<file path="config.mk">
export PLATFORM = sky130hd
export DESIGN_NAME = fifo_width_down_flat
export DESIGN_NICKNAME = d
export VERILOG_FILES = /design/src/rtl/fifo_pkg.sv /design/src/rtl/fifo_width_down_if.sv /design/src/rtl/fifo_sdp_ram.sv /design/src/rtl/fifo_width_down.sv /design/src/flat_wrapper.sv
export SDC_FILE = /design/constraint.sdc
export NUM_CORES = 1
export LEC_CHECK = 0
export ABC_AREA = 1
export CELL_PAD_IN_SITES_DETAIL_PLACEMENT = 1
export CELL_PAD_IN_SITES_GLOBAL_PLACEMENT = 1
export CORE_MARGIN = 3
export CORE_UTILIZATION = 44
export CTS_BUF_LIST = sky130_fd_sc_hd__clkbuf_8
export CTS_CLUSTER_DIAMETER = 60
export CTS_CLUSTER_SIZE = 28
export DETAILED_ROUTE_END_ITERATION = 7
export GPL_TIMING_DRIVEN = 0
export PLACE_DENSITY = 0.78
export SYNTH_ARGS = -nofsm -noshare
export SYNTH_HDL_FRONTEND = slang
export SYNTH_SLANG_ARGS = --single-unit
</file>
<file path="constraint.sdc">
create_clock -name clk -period 2.7 [get_ports clk]
set_input_delay 0.54 -clock clk [delete_from_list [all_inputs] [get_ports clk]]
set_output_delay 0.54 -clock clk [all_outputs]
set_load 0.01 [all_outputs]
</file>
<file path="src/rtl/fifo_pkg.sv">
// Shared helpers for the width-down FIFO: counter sizing and parameter legality.
package fifo_pkg;

  function automatic int cnt_w(int n);
    return $clog2(n) + 1;
  endfunction

  function automatic bit params_ok(int rd_w, int ratio, int depth, int af, int ae);
    bit pow2;
    pow2 = (depth >= 4) && ((depth & (depth - 1)) == 0);
    return pow2 && (rd_w >= 1) && (ratio >= 2) &&
           (af >= 1) && (af <= depth) &&
           (ae >= 0) && (ae < depth * ratio);
  endfunction

endpackage

</file>
<file path="src/rtl/fifo_width_down_if.sv">
// Write/read bus of the width-down FIFO; slave is the FIFO side.
interface fifo_width_down_if #(
  parameter int RD_W  = 3,
  parameter int RATIO = 2,
  parameter int DEPTH = 16
) ();
  import fifo_pkg::*;
  localparam int WR_W = RD_W * RATIO;

  logic [WR_W-1:0]                   din;
  logic                              wr_en;
  logic                              wr_ack;
  logic                              overflow;
  logic                              full;
  logic                              almost_full;
  logic [cnt_w(DEPTH)-1:0]           wr_count;
  logic                              rd_en;
  logic [RD_W-1:0]                   dout;
  logic                              valid;
  logic                              underflow;
  logic                              empty;
  logic                              almost_empty;
  logic [cnt_w(DEPTH*RATIO)-1:0]     rd_count;

  modport slave (
    input  din, wr_en, rd_en,
    output wr_ack, overflow, full, almost_full, wr_count,
           dout, valid, underflow, empty, almost_empty, rd_count
  );

  modport master (
    output din, wr_en, rd_en,
    input  wr_ack, overflow, full, almost_full, wr_count,
           dout, valid, underflow, empty, almost_empty, rd_count
  );
endinterface

</file>
<file path="src/rtl/fifo_sdp_ram.sv">
// Simple dual-port storage: synchronous write, combinational read address.
module fifo_sdp_ram #(
  parameter int DEPTH = 16,
  parameter int WIDTH = 6,
  parameter int AW    = $clog2(DEPTH)
) (
  input  logic             clk,
  input  logic             we,
  input  logic [AW-1:0]    waddr,
  input  logic [WIDTH-1:0] wdata,
  input  logic [AW-1:0]    raddr,
  output logic [WIDTH-1:0] rdata
);
  logic [WIDTH-1:0] mem [DEPTH];

  always_ff @(posedge clk) begin
    if (we) mem[waddr] <= wdata;
  end

  assign rdata = mem[raddr];
endmodule

</file>
<file path="src/rtl/fifo_width_down.sv">
// Single-clock FIFO taking WR_W-bit words and emitting RATIO RD_W-bit sub-words,
// MSB slice first, with registered status pulses and occupancy on both sides.
module fifo_width_down
  import fifo_pkg::*;
#(
  parameter int RD_W      = 3,
  parameter int RATIO     = 2,
  parameter int DEPTH     = 16,
  parameter int AF_THRESH = DEPTH - 2,
  parameter int AE_THRESH = 2
) (
  input logic               clk,
  input logic               rst_n,
  fifo_width_down_if.slave  bus
);
  localparam int WR_W = RD_W * RATIO;
  localparam int PW   = $clog2(DEPTH);
  localparam int SW   = $clog2(RATIO);
  localparam int WCW  = cnt_w(DEPTH);
  localparam int RCW  = cnt_w(DEPTH * RATIO);

  if (!params_ok(RD_W, RATIO, DEPTH, AF_THRESH, AE_THRESH)) begin : g_bad_params
    $error("fifo_width_down: illegal parameter combination");
  end

  logic [PW-1:0]               wr_ptr, rd_ptr;
  logic [SW-1:0]               sub_idx;
  logic [WCW-1:0]              wr_count;
  logic [RCW-1:0]              rd_count;
  logic [WR_W-1:0]             rd_word;
  logic [RATIO-1:0][RD_W-1:0]  sub_words;
  logic [RD_W-1:0]             dout_q;
  logic                        wr_ack_q, overflow_q, valid_q, underflow_q;
  logic                        full, empty, wr_acc, rd_acc, rd_last;

  // Flags come from the registered counts only, so same-cycle traffic on the
  // opposite side never relieves full or empty.
  assign full    = (wr_count == WCW'(DEPTH));
  assign empty   = (rd_count == '0);
  assign wr_acc  = bus.wr_en && !full;
  assign rd_acc  = bus.rd_en && !empty;
  assign rd_last = rd_acc && (sub_idx == SW'(RATIO - 1));

  fifo_sdp_ram #(.DEPTH(DEPTH), .WIDTH(WR_W)) u_ram (
    .clk   (clk),
    .we    (wr_acc),
    .waddr (wr_ptr),
    .wdata (bus.din),
    .raddr (rd_ptr),
    .rdata (rd_word)
  );

  for (genvar i = 0; i < RATIO; i++) begin : g_sub
    assign sub_words[i] = rd_word[WR_W-1-i*RD_W -: RD_W];
  end

  always_ff @(posedge clk or negedge rst_n) begin
    if (!rst_n) begin
      wr_ptr      <= '0;
      rd_ptr      <= '0;
      sub_idx     <= '0;
      wr_count    <= '0;
      rd_count    <= '0;
      dout_q      <= '0;
      wr_ack_q    <= 1'b0;
      overflow_q  <= 1'b0;
      valid_q     <= 1'b0;
      underflow_q <= 1'b0;
    end else begin
      if (wr_acc) wr_ptr <= wr_ptr + PW'(1);
      if (rd_acc) begin
        dout_q  <= sub_words[sub_idx];
        sub_idx <= rd_last ? '0 : sub_idx + SW'(1);
        if (rd_last) rd_ptr <= rd_ptr + PW'(1);
      end
      wr_count    <= wr_count + WCW'(wr_acc) - WCW'(rd_last);
      rd_count    <= rd_count + (wr_acc ? RCW'(RATIO) : RCW'(0)) - RCW'(rd_acc);
      wr_ack_q    <= wr_acc;
      overflow_q  <= bus.wr_en && full;
      valid_q     <= rd_acc;
      underflow_q <= bus.rd_en && empty;
    end
  end

  assign bus.wr_ack       = wr_ack_q;
  assign bus.overflow     = overflow_q;
  assign bus.full         = full;
  assign bus.almost_full  = (wr_count >= WCW'(AF_THRESH));
  assign bus.wr_count     = wr_count;
  assign bus.dout         = dout_q;
  assign bus.valid        = valid_q;
  assign bus.underflow    = underflow_q;
  assign bus.empty        = empty;
  assign bus.almost_empty = (rd_count <= RCW'(AE_THRESH));
  assign bus.rd_count     = rd_count;
endmodule

</file>
<file path="src/flat_wrapper.sv">
// flat-port wrapper written by rule: the top's interface ports become plain ports
module fifo_width_down_flat import fifo_pkg::*;
#(
  parameter int RD_W      = 3,
  parameter int RATIO     = 2,
  parameter int DEPTH     = 16,
  parameter int AF_THRESH = DEPTH - 2,
  parameter int AE_THRESH = 2
)
  (clk, rst_n, bus_din, bus_wr_en, bus_rd_en, bus_wr_ack, bus_overflow, bus_full, bus_almost_full, bus_wr_count, bus_dout, bus_valid, bus_underflow, bus_empty, bus_almost_empty, bus_rd_count);
  fifo_width_down_if #(.RD_W(RD_W), .RATIO(RATIO), .DEPTH(DEPTH)) bus_i ();
  input logic clk;
  input logic rst_n;
  input wire logic [$bits(bus_i.din)-1:0] bus_din;
  input wire logic [$bits(bus_i.wr_en)-1:0] bus_wr_en;
  input wire logic [$bits(bus_i.rd_en)-1:0] bus_rd_en;
  output wire logic [$bits(bus_i.wr_ack)-1:0] bus_wr_ack;
  output wire logic [$bits(bus_i.overflow)-1:0] bus_overflow;
  output wire logic [$bits(bus_i.full)-1:0] bus_full;
  output wire logic [$bits(bus_i.almost_full)-1:0] bus_almost_full;
  output wire logic [$bits(bus_i.wr_count)-1:0] bus_wr_count;
  output wire logic [$bits(bus_i.dout)-1:0] bus_dout;
  output wire logic [$bits(bus_i.valid)-1:0] bus_valid;
  output wire logic [$bits(bus_i.underflow)-1:0] bus_underflow;
  output wire logic [$bits(bus_i.empty)-1:0] bus_empty;
  output wire logic [$bits(bus_i.almost_empty)-1:0] bus_almost_empty;
  output wire logic [$bits(bus_i.rd_count)-1:0] bus_rd_count;
  assign bus_i.din = bus_din;
  assign bus_i.wr_en = bus_wr_en;
  assign bus_i.rd_en = bus_rd_en;
  assign bus_wr_ack = bus_i.wr_ack;
  assign bus_overflow = bus_i.overflow;
  assign bus_full = bus_i.full;
  assign bus_almost_full = bus_i.almost_full;
  assign bus_wr_count = bus_i.wr_count;
  assign bus_dout = bus_i.dout;
  assign bus_valid = bus_i.valid;
  assign bus_underflow = bus_i.underflow;
  assign bus_empty = bus_i.empty;
  assign bus_almost_empty = bus_i.almost_empty;
  assign bus_rd_count = bus_i.rd_count;
  fifo_width_down #(.RD_W(RD_W), .RATIO(RATIO), .DEPTH(DEPTH), .AF_THRESH(AF_THRESH), .AE_THRESH(AE_THRESH)) u_core (.clk(clk), .rst_n(rst_n), .bus(bus_i));
endmodule
</file>
After elaboration in Yosys (flattened, before gate mapping)
Memories as Yosys holds them, arrays and structs flattened.
Index checks and enable logic that the tools add are counted.
- bits in registers: 27
- memory bits (writable): 96
- bits of input ports: 10
- output and inout port bits: 22
- word-level logic and storage cells: 37
- memories: 1
- add/sub/neg operators: 7
- order comparisons: 3
- eq/ne operators: 1
- muxes and demuxes: 6
- reductions and logical operators: 9
- memory list (name ; words ; bits a word ; rd ports ; clocked after Yosys merged registers in ; wr ports ; line ; source):
    u_core.u_ram.mem ; 16 ; 6 ; 1 ; 0 ; 1 ; fifo_sdp_ram.sv:14 ; logic [WIDTH-1:0] mem [DEPTH];
- operators with widths (operator ; number):
    4-bit by 1-bit adder with 4-bit output (second input constant) ; 2
    6-bit adder ; 1
    6-bit by 2-bit less-or-equal comparator with 1-bit output (second input constant) ; 1
    6-bit zero test ; 1
    3-bit 2-to-1 mux ; 2
    6-bit by 1-bit subtractor with 6-bit output ; 1
    5-bit by 1-bit adder with 5-bit output ; 1
    5-bit equality test (second input constant) ; 1
    5-bit by 4-bit greater-or-equal comparator with 1-bit output (second input constant) ; 1
    1-bit logical AND ; 5
    5-bit by 1-bit subtractor with 5-bit output ; 1
    1-bit 2-to-1 mux ; 3
    1-bit zero test ; 2
    1-bit by 2-bit less-than comparator with 1-bit output (second input constant) ; 1
    2-bit 2-to-1 mux ; 1
    2-bit AND reduction ; 1
    1-bit adder (second input constant) ; 1

Depth between registers and ports, before layout
- word-level depth: 6
- depth in mapped cells: 15
- depth with buffers taken out: 15

Modules after synthesis
Synthesis repeated with hierarchy kept, for this count alone.
- cell total of the unflattened synthesis: 588
- area, all modules: 5754.3 um^2
- by module, submodules not included (module ; instances ; cells each ; area each (um^2) ; seq. area each (um^2)):
    fifo_sdp_ram ; 1 ; 414 ; 4207.8 ; 2882.8
    fifo_width_down ; 1 ; 174 ; 1546.5 ; 675.6

Least setup slack after synthesis
No wires, ideal clock.
- path type: reg-to-reg
- start: register u_core.rd_count[2] (netlist: u_core.bus.rd_count[2])
- end: register u_core.wr_count[4] (netlist: u_core.bus.wr_count[4])
- library setup time: 80 ps
- data arrival time: 2460 ps
- data required time: 2620 ps
- setup slack: 160 ps
- stages on the path, launching flop included: 16
- buffers on the path: 0
- period minus slack after synthesis: 2540 ps
- cells stage by stage: dfrtp_1 -> inv_1 -> ha_1 -> inv_1 -> nor2_1 -> nand3_1 -> nand2_2 -> nor2_8 -> ha_1 -> inv_1 -> ha_1 -> fa_1 -> a21oi_1 -> nor2_1 -> nor2_1 -> xnor2_1
- word-level cells in the longest chain between the ends: 5
- ends and longest elaborated chain (item ; line ; source):
    start, declared ; fifo_width_down.sv:29 ; logic [RCW-1:0] rd_count;
    start signal, assigned ; fifo_width_down.sv:77 ; rd_count <= rd_count + (wr_acc ? RCW'(RATIO) : RCW'(0)) - RCW'(rd_acc);
    6-bit zero test ; fifo_width_down.sv:39 ; assign empty = (rd_count == '0);
    1-bit zero test ; fifo_width_down.sv:41 ; assign rd_acc = bus.rd_en && !empty;
    1-bit logical AND ; fifo_width_down.sv:41 ;
    1-bit logical AND ; fifo_width_down.sv:42 ; assign rd_last = rd_acc && (sub_idx == SW'(RATIO - 1));
    5-bit by 1-bit subtractor with 5-bit output ; fifo_width_down.sv:76 ; wr_count <= wr_count + WCW'(wr_acc) - WCW'(rd_last);
    end signal, assigned ; fifo_width_down.sv:76 ;
    end, declared ; fifo_width_down.sv:28 ; logic [WCW-1:0] wr_count;
No other way between the ends.
A chain may end at the register's enable or synchronous reset.

Worst setup path after layout
Same ends and word-level chain as after synthesis.

==> flow_metrics.py <==
metrics = {
    "run_status": {
        "status": "finished, final reports clean",
    },
    "sta": {
        "finClkSkew_ns": 0.0120,
        "slew_viol_final": 0,
        "fin_setup_tns_ns": 0,
        "worstMarginPinSlew_ns": 0.789,
        "final.period_utilization": 0.938,
        "hold_viol_final": 0,
        "whs_ns": 0.128,
        "slew_headroom": 0.472,
        "final-setup-viol-count": 0,
        "rsz0062_at_grt": "false",
        "max_freq_mhz": 395,
        "min_period_ns": 2.53,
    },
    "floorplan": {
        "ios": 32,
        "die_y_um": 120,
        "initial_utilization": 0.463,
        "rows": 40,
        "core_area_sq_mm": 0.0123,
        "die_w_um": 120,
        "dieArea_sq_mm": 0.0143,
    },
    "logic_synthesis": {
        "synth_seq_area_share": 0.625,
        "synth_edf_count": 96,
        "async_flop_share": 0.220,
        "syn_inst": 542,
        "synth-main-ff-cell": "edfxtp_1",
        "yosysWarnings": 0,
        "ys_types": 24,
        "synth_top_area_share": 0.506,
        "yosys-top-cells-count": "nand2_1 (120), inv_1 (102), edfxtp_1 (96)",
        "synth_fp_nets": 577,
        "syn-cell-area_sq_mm": 0.00570,
        "yosys-top-cells-area": "edfxtp_1 (51%), dfrtp_1 (12%), nand2_1 (7.9%), nand3_1 (7.1%), inv_1 (6.7%)",
        "synth_top_area_cell": "edfxtp_1",
        "synth_area_per_cell_sq_um": 10.5,
        "synth.most_common_cell": "nand2_1",
        "synth_seq_cells": 123,
    },
    "clock_tree": {
        "clk_latency_ns": 0.44,
        "cts_tree": "done",
        "clk_pin_slew_ns": 0.07,
        "clock_path_buffers": 2,
        "cts_sinks": 123,
        "cts-root-buf": "clkbuf_8",
        "cts_htree_levels": 4,
        "cts_buffers": 17,
        "cts_hold_buf": 0,
    },
    "worst_setup_path": {
        "worstSetupPathType": "flop to flop",
        "cp_max_fo": 9,
        "crit_path_start": "u_core.bus.rd_count[2]",
        "timing.rr.start": "u_core.bus.rd_count[2]",
        "critPathCaptureType": "flop",
        "r2r_cells": 15,
        "crit_path_end": "u_core.bus.wr_count[4]",
        "cp-start-kind": "flop",
        "worstPathArrival_ns": 2.90,
        "r2r_slack_ns": 0.17,
        "r2r-end": "u_core.bus.wr_count[4]",
        "required_ns": 3.06,
    },
    "placed_design": {
        "hpwlAfterDp_um": 9850,
        "port_buffers": 31,
        "placed_area_sq_mm": 0.00622,
        "gp_congestion": 0.875,
        "post-place-cells": 741,
    },
    "cells_and_area": {
        "final_cells": 777,
        "antennaDiodeCount": 0,
        "post-route-util": 0.541,
        "fillers": 1382,
        "syn2layout_area_growth_pct": 17.0,
        "final_net_count": 631,
        "multi_input_area_sq_mm": 0.00164,
        "fin_area_sq_mm": 0.00667,
        "drive_gt1_frac": 0.100,
        "seqCellArea_sq_mm": 0.00356,
    },
    "global_routing": {
        "grt_overflow": 0,
        "first_global_vias": 4212,
        "grt_max_degree": 28,
        "grt_pass1_wl_um": 22000,
        "antenna_found_initial": 0,
        "gr-usage-all-layers": 0.206,
    },
    "pwr": {
        "leakage_nw": 2.97,
        "ir_worst_vdd_mv": 0.532,
        "p_per_area_mw_per_mm2": 1100,
    },
    "routing": {
        "drt_iter0_drc": 183,
        "wl_per_cell_um": 17.7,
        "vias_per_cell": 4.96,
        "dr.pass1.iters": 5,
        "routed_wl_um": 13700,
        "vias": 3854,
        "drc": 0,
        "ant_nets": 0,
    },
    "flow_run": {
        "cap_violations": 0,
    },
    "min_path": {
        "hp-class": "input port to async pin",
    },
}
## per-stage QoR
| stage | total power [mW] | worst slack, ns |
|---|---|---|
| after CTS | 7.35 | 0.0337 |
| final | 7.33 | 0.166 |
| after floorplan | 4.55 | 0.160 |
| after global routing | 7.85 | 0.00685 |
| after detailed placement | 5.65 | -0.136 |
| after global placement | 5.48 | -0.0577 |
## repair_timing
action,4_1_cts,5_1_grt
pin swaps,1,2
setup buffers,2,2
gates resized for setup,5,2
endpoints found under the setup margin,2,1
## flip-flops by register name (all words and copies together) (netlist names)
register              count
u_core.u_ram.mem         96
u_core.bus.underflow      1
u_core.bus.overflow       1
u_core.sub_idx            1
u_core.bus.dout           3
u_core.bus.wr_count       5
u_core.bus.valid          1
u_core.rd_ptr             4
u_core.wr_ptr             4
u_core.bus.rd_count       6
u_core.bus.wr_ack         1
## metal layers
metal	GRT usage	routed length [um]
met1	0.245	5690
met3	0.0462	495
met5	0	0
met2	0.359	7230
met4	0.0845	317
## report_power, final
| group | leakage (nW) | switching, mW | internal (mW) |
|---|---|---|---|
| clock network | 0.226 | 0.697 | 0.965 |
| logic | 1.55 | 1.88 | 1.18 |
| registers | 1.19 | 0.203 | 2.40 |
| total | 2.97 | 2.78 | 4.55 |
## critical path, cell delays in order (launching register included)
cell and delay, ns:
dfrtp_1 0.41, inv_2 0.07, ha_1 0.14, inv_1 0.07, nor2_2 0.11, nand3_2 0.12
nand2_4 0.12, nor2_8 0.06, ha_1 0.28, inv_1 0.04, ha_1 0.20, fa_2 0.37
a21oi_2 0.15, nor2_1 0.05, nor2_1 0.13, xnor2_1 0.13
## cells by family after synthesis
group | share of synthesized area
simple gates | 0.192
flops | 0.625
buf+inv | 0.0907
fa+ha+maj | 0.0576
xor+xnor | 0.0200
compound gates | 0.0152
## area by class of cell
type,count,area share
multi-input combinational,297,0.246
clock inverter,12,0.0197
buffer,18,0.0186
timing repair buffer,35,0.0501
inverter,104,0.0589
sequential,123,0.534
clock buffer,20,0.0413
tap,168,0.0315
## worst min path at each step
stage	end	slack, ns	cells after the start	from
finish	u_core.bus.rd_count[0]	0.13	1	rst_n
global route	u_core.bus.rd_count[0]	0.15	1	rst_n
CTS	u_core.bus.dout[0]	0.53	2	u_core.bus.dout[0]
detailed placement	u_core.bus.dout[0]	0.50	2	u_core.bus.dout[0]
global placement	u_core.bus.dout[0]	0.49	2	u_core.bus.dout[0]
floorplan	u_core.bus.dout[0]	0.24	0	rst_n
## layout by cell type, fill, tap and decap left out, types with 2 or more instances in the layout
cell | Yosys | routed
a21oi_1 | 5 | 4
buf_2 | 12 | 13
buf_4 | 1 | 5
buf_6 | 5 | 5
bufinv_16 | 0 | 3
clkbuf_8 | 0 | 20
clkdlybuf4s50_1 | 0 | 29
clkinv_2 | 0 | 2
dfrtp_1 | 27 | 27
edfxtp_1 | 96 | 96
ha_1 | 23 | 23
inv_1 | 102 | 106
inv_2 | 1 | 2
nand2_1 | 120 | 120
nand3_1 | 81 | 80
nand4_1 | 3 | 3
nor2_1 | 26 | 25
o211ai_2 | 3 | 3
o21ai_0 | 3 | 3
or2_0 | 14 | 14
xnor2_1 | 3 | 3
xor2_1 | 10 | 10
Note: power is estimated with default switching activity, not from simulation.
